$ cat config.mk
export PLATFORM = sky130hd
export DESIGN_NAME = ifid_branch_alu
export DESIGN_NICKNAME = d
export VERILOG_FILES = /design/src/rtl/ifid_branch_alu.sv
export SDC_FILE = /design/constraint.sdc
export NUM_CORES = 1
export LEC_CHECK = 0
export ABC_AREA = 1
export ABC_CLOCK_PERIOD_IN_PS = 2300
export CORE_MARGIN = 3
export CORE_UTILIZATION = 35
export CTS_BUF_LIST = sky130_fd_sc_hd__clkbuf_16
export CTS_CLUSTER_DIAMETER = 30
export DETAILED_ROUTE_END_ITERATION = 6
export HOLD_SLACK_MARGIN = 0.08
export PLACE_DENSITY = 0.68
export SYNTH_ARGS = -nofsm -noshare
export SYNTH_HDL_FRONTEND = slang
export SYNTH_SLANG_ARGS = --single-unit
$ cat constraint.sdc
create_clock -name clk -period 2.3 [get_ports clk]
set_input_delay 0.345 -clock clk [delete_from_list [all_inputs] [get_ports clk]]
set_output_delay 0.345 -clock clk [all_outputs]
set_load 0.05 [all_outputs]
$ cat src/rtl/ifid_branch_alu.sv
// IF/ID pipeline register with stall/flush, decode-stage branch-target adder
// and execute-stage integer ALU for the 5-stage MIPS pipeline.
//
// Ports:
//   clk          rising-edge clock
//   reset        asynchronous active-low reset of the IF/ID register
//   en           IF/ID load enable (0 = hold, stall)
//   clr          synchronous IF/ID flush, wins over en
//   rd           fetched instruction word
//   pc_plus_f    fetch-stage PC+1
//   instr_d      decode-stage instruction
//   pc_plus_d    decode-stage PC+1
//   sign_imm_d   sign-extended immediate of instr_d
//   pc_branch_d  branch target, pc_plus_d + sign_imm_d (word-indexed PC)
//   alu_control  ALU operation select
//   src_a        ALU operand A
//   src_b        ALU operand B
//   alu_result   ALU result
//   zero         1 when alu_result is all zeros
module ifid_branch_alu #(
    parameter int WIDTH = 32
) (
    input  logic             clk,
    input  logic             reset,
    input  logic             en,
    input  logic             clr,
    input  logic [WIDTH-1:0] rd,
    input  logic [WIDTH-1:0] pc_plus_f,
    output logic [WIDTH-1:0] instr_d,
    output logic [WIDTH-1:0] pc_plus_d,
    input  logic [WIDTH-1:0] sign_imm_d,
    output logic [WIDTH-1:0] pc_branch_d,
    input  logic [2:0]       alu_control,
    input  logic [WIDTH-1:0] src_a,
    input  logic [WIDTH-1:0] src_b,
    output logic [WIDTH-1:0] alu_result,
    output logic             zero
);

    logic             sltBit;
    logic [WIDTH-1:0] aluNext;

    // A cleared register reads as sll $0,$0,0, i.e. a NOP in decode.
    always_ff @(posedge clk or negedge reset) begin
        if (!reset) begin
            instr_d   <= '0;
            pc_plus_d <= '0;
        end else if (clr) begin
            instr_d   <= '0;
            pc_plus_d <= '0;
        end else if (en) begin
            instr_d   <= rd;
            pc_plus_d <= pc_plus_f;
        end
    end

    // PC counts words, so the immediate is added without a shift.
    assign pc_branch_d = pc_plus_d + sign_imm_d;

    // A direct signed compare stays correct when A - B overflows.
    assign sltBit = $signed(src_a) < $signed(src_b);

    always_comb begin
        aluNext = '0;
        unique case (alu_control)
            3'b000: aluNext = src_a & src_b;
            3'b001: aluNext = src_a | src_b;
            3'b010: aluNext = src_a + src_b;
            3'b011: aluNext = '0;
            3'b100: aluNext = src_a & ~src_b;
            3'b101: aluNext = src_a | ~src_b;
            3'b110: aluNext = src_a - src_b;
            3'b111: aluNext = {{(WIDTH-1){1'b0}}, sltBit};
            default: aluNext = '0;
        endcase
    end

    assign alu_result = aluNext;
    assign zero       = (aluNext == '0);

endmodule

# Word-level counts from Yosys, hierarchy flattened
# Index checks and enable logic that the tools add are counted.
[totals]
regBits = 64
latch_bits = 0
mem_bits_rw = 0
romBits = 0
in_bits = 167
out_inout_bits = 129
elab_cells = 26
mem_count = 0
[classes]
addsub = 3
multipliers = 0
div_mod_pow = 0
order_cmp = 1
n_eq_ne = 7
shifts = 0
n_mux = 5
bitwise = 5
n_reduce_logical = 3
[ops]
columns = ["operator", "count"]
rows = [
  ["32-bit one-hot mux with 8 select lines", 1],
  ["32-bit 2-to-1 mux", 4],
  ["32-bit adder", 2],
  ["32-bit AND", 2],
  ["32-bit bitwise OR", 2],
  ["32-bit logical NOT", 1],
  ["32-bit less-than comparator", 1],
  ["32-bit inverter", 1],
  ["32-bit subtractor", 1],
  ["3-bit equality test (second input constant)", 4],
  ["3-bit by 2-bit equality test with 1-bit output (second input constant)", 2],
  ["3-bit by 1-bit equality test with 1-bit output (second input constant)", 1],
  ["3-bit logical NOT", 1],
  ["2-bit nonzero test", 1],
]

# Logic depth before layout (Yosys ltp)
[depth]
ltp_word = 4
ltp_mapped = 22
depth_no_buf = 21

# Least setup slack after synthesis
# No wires, ideal clock.
[synth_timing]
path_type = "input -> output"
from = "input port src_a[0]"
to = "output port zero"
t_arrival_ns = 3.164
t_required_ns = 1.955
slack_ns = -1.209
stages = 18
n_path_buf = 0
path_cell_list = "inv_1 ha_1 fa_1 inv_1 nand2_1 nand2_1 nand3_2 nand2_2 nand2_1 nand2_1 nand2_1 nand3_1 nand4_1 nor2_1 nand3_1 nor2_1 nand2_1 nor2_1"
[synth_between]
elab_chain_len = 3
elab_cells_between_ends = 9
classes_between = "add/sub: 2; order compare: 1; mux: 1; bitwise: 4; reduce/logical: 1"
[synth_lines]
columns = ["element", "line", "text"]
rows = [
  ["start, declared", "34", "input logic [WIDTH-1:0] src_a,"],
  ["32-bit subtractor / 32-bit adder (equally long branches)", "72, 68", ""],
  ["32-bit one-hot mux with 8 select lines (*)", "65", "unique case (alu_control)"],
  ["via alu_result[10]", "36", "output logic [WIDTH-1:0] alu_result,"],
  ["32-bit logical NOT (*)", "79", "assign zero = (aluNext == '0);"],
  ["end, declared", "37", "output logic zero"],
]
# The timed path passes the listed nets; every way through them passes the cells marked *.

# Final worst setup path
[layout_timing]
from = "input port src_a[0]"
to = "output port zero"
[layout_between]
elab_chain_len = 3
elab_cells_between_ends = 9
classes_between = "add/sub: 2; order compare: 1; mux: 1; bitwise: 4; reduce/logical: 1"
[layout_lines]
columns = ["element", "line", "text"]
rows = [
  ["32-bit subtractor, or another cell as far along", "72", "3'b110: aluNext = src_a - src_b;"],
  ["32-bit one-hot mux with 8 select lines (*)", "65", ""],
  ["32-bit logical NOT (*)", "79", ""],
]
# Mark *: on every way between the ends. The rest lies on a longest branch, timed or not.

==> flow_summary.ini <==
[outcome]
status = finished, violations left
violations = setup timing

[worst_setup_path]
timing.rr.start = pc_plus_d[0]
cp-end-kind = primary output
r2r_end = pc_plus_d[0]
path_max_fanout = 2
r2r_cells = 5
arrival_ns = 2.79
cp-startpoint = src_a[0]
crit_type = in -> out
crit_required_ns = 1.96
start_kind = input pin
r2r_setup_slack_ns = 1.22

[timing]
finalWorstSetupSlack_ns = -0.839
skew_ns = 0
fin_crit_sh = 1.36
fmax_mhz = 319
whs_ns = 0.193
min_period_ns = 3.14
setup_viol = 55
finalMaxSlewViolations = 0
hold_viol = 0
max_slew_margin = 0.336
tightestPinTransition_ns = 0.997
grt_setup_unrepaired = true

[drt]
vias = 17000
wl_um = 60300
dr.pass1.iters = 5
post-route-drc-count = 0
routedWlPerCell_um = 18.4
first_iter_violations = 1133
vias_per_cell = 5.20
antenna_left = 0

[grt]
grt_pass1_vias = 16900
grt-ovfl-total = 0
gr-usage-all-layers = 0.323
grt_pass1_wl_um = 88600
grt_max_degree = 65
antenna_found_initial = 3

[synth]
synth_top_area_frac = 0.177
synth_top_family_by_area = simple AND/OR/NAND/NOR gates
synth_simple_gate_area_frac = 0.414
yosysTopAreaCell = nand2_1
synth-warning-count = 0
synthDistinctLibCells = 50
synth_fa_ha_area_frac = 0.109
synthesis.area_sq_um = 11400
synthXorXnorAreaFrac = 0.0239
synth_nets = 2263
synthFlopType = dfrtp_1
ys_seq_elements = 64
async_flop_share = 1.00
yosys-top-cells-area = nand2_1 18%, dfrtp_1 14%, inv_1 12%, nand3_1 11%, ha_1 10%
synth_mux_area_frac = 0
synth_edf_count = 0
synth-compound-area-share = 0.141
avgSynthCellArea_sq_um = 5.69
ys_seq_area_frac = 0.141
netlist_instances = 1999

[power]
power_leakage_nw = 11.8
cellPowerDensity_nw_per_um2 = 404
vdd_drop_max_mv = 0.342

[clock_network]
cts_buffers = 9
cts.htree.levels = 3
root_buffer = clkbuf_16
path_clk_slew_ns = 0.05
cts_tree = built
cts_hold_buffers = 0
clock_tree.buffer_depth = 2
clock_sinks = 64
clk_latency_ns = 0.33

[die]
rows = 65
dieArea_sq_um = 34700
pin_count = 296
die_x_um = 186
die_h_um = 186
initial_utilization = 0.358
coreArea_sq_um = 31800

[placed_design]
io_buffer_count = 295
routabilityCongestion = 0.965
dpl_worst_slack_ns = -1.51
hpwlAfterDp_um = 44300

[cells_and_area]
layout_common_cells = 459 x buf_4, 312 x nand2_1, 274 x inv_1
layout_commonest_cell = buf_4
fin_nets = 3092
fill_cells = 2145
area_growth_pct = 119
layout-drive-gt1-share = 0.548

[job]
drv_cap = 0

[min_path]
hold_class = in -> async
==> area by class of cell <==
| class | count | area, sq um | share of cell area |
|---|---|---|---|
| Multi-Input combinational cell | 1470 | 12000 | 0.484 |
| Timing Repair Buffer | 892 | 8800 | 0.354 |
| Sequential cell | 64 | 1640 | 0.0659 |
| Inverter | 391 | 1560 | 0.0629 |
| Tap cell | 435 | 544 | 0.0219 |
| Clock buffer | 9 | 225 | 0.00905 |
| Clock inverter | 6 | 53.8 | 0.00216 |
| Antenna cell | 3 | 7.51 | 0.000302 |
==> logic make-up (layout without fill, tap and decap cells) <==
| family | Yosys count | after routing |
|---|---|---|
| AOI/OAI and AO/OA | 292 | 292 |
| xor gates and xnor gates | 31 | 31 |
| adders and majority gates | 97 | 97 |
| buffers and inverters | 465 | 1298 |
| DFF | 64 | 64 |
| other | 0 | 3 |
| and+or+nand+nor | 1050 | 1050 |
==> state kept, by name, summed over array words and instances (netlist names) <==
signal	flops
pc_plus_d	32
instr_d	32
==> synth_stat cells (9+ instances only) <==
cell,count
nand2_2,19
clkbuf_1,26
nand4_1,35
buf_6,14
o21ai_1,9
ha_1,94
nor2_2,27
nand2_1,537
o21bai_1,12
o21ai_0,129
inv_1,368
a21oi_1,105
xor2_1,22
nor2_1,143
nor2_4,9
dfrtp_1,64
nand3_1,241
nor3_1,10
buf_2,13
a21oi_2,12
xnor2_1,9
buf_4,20
inv_2,21
==> worst max path at each step <==
stage / cells after the start / slack (ns) / to
after global placement: 20 / -1.52 / zero
after global routing: 21 / -0.92 / zero
final: 19 / -0.84 / zero
after floorplan: 18 / -0.77 / zero
after detailed placement: 20 / -1.51 / zero
after CTS: 19 / -0.75 / zero
==> timing repair <==
action	in CTS	in global routing
pin swaps	279	267
setup endpoints to repair	62	61
resized for setup	922	367
setup buffers	114	64
cloned	2	0
endpoints found under the hold margin	0	0
==> layer usage <==
| layer | GRT usage | up-vias | share of wire |
|---|---|---|---|
| met5 | 0 | - | 0 |
| li1 | - | 7988 | - |
| met4 | 0.129 | 0 | 0.049 |
| met1 | 0.390 | 7980 | 0.39 |
| met2 | 0.580 | 834 | 0.49 |
| met3 | 0.0430 | 203 | 0.076 |
==> stage by stage <==
stage,cells,power (mW),utilization,instance area [sq um],setup TNS (ns)
global route,3270,10.5,0.782,24900,-30.74
floorplan,1999,4.21,-,12400,-7.01
finish,3270,10.1,0.782,24900,-26.29
CTS,3229,9.47,0.737,23400,-23.18
detailed placement,3108,7.05,0.618,19700,-45.18
global placement,3108,7.00,0.618,19700,-43.94
==> where the power goes <==
group	switching, mW	internal [mW]
sequential	0.0532	1.20
clock	0.486	0.818
combinational	4.02	3.47
==> worst max-delay path, stage by stage <==
cell and delay [ns]:
buf_8 0.09, inv_6 0.03, ha_4 0.17, fa_2 0.41, inv_2 0.10, nand3_4 0.08
nand2_4 0.10, buf_6 0.12, nand3_4 0.07, nand3_4 0.08, nand2_1 0.07, nand3_2 0.07
nand4_1 0.22, nor2_2 0.21, nand3_2 0.12, nor2_2 0.11, nand3_2 0.10, nor2_4 0.14
buf_12 0.14
Note: power is estimated with default switching activity, not from simulation.
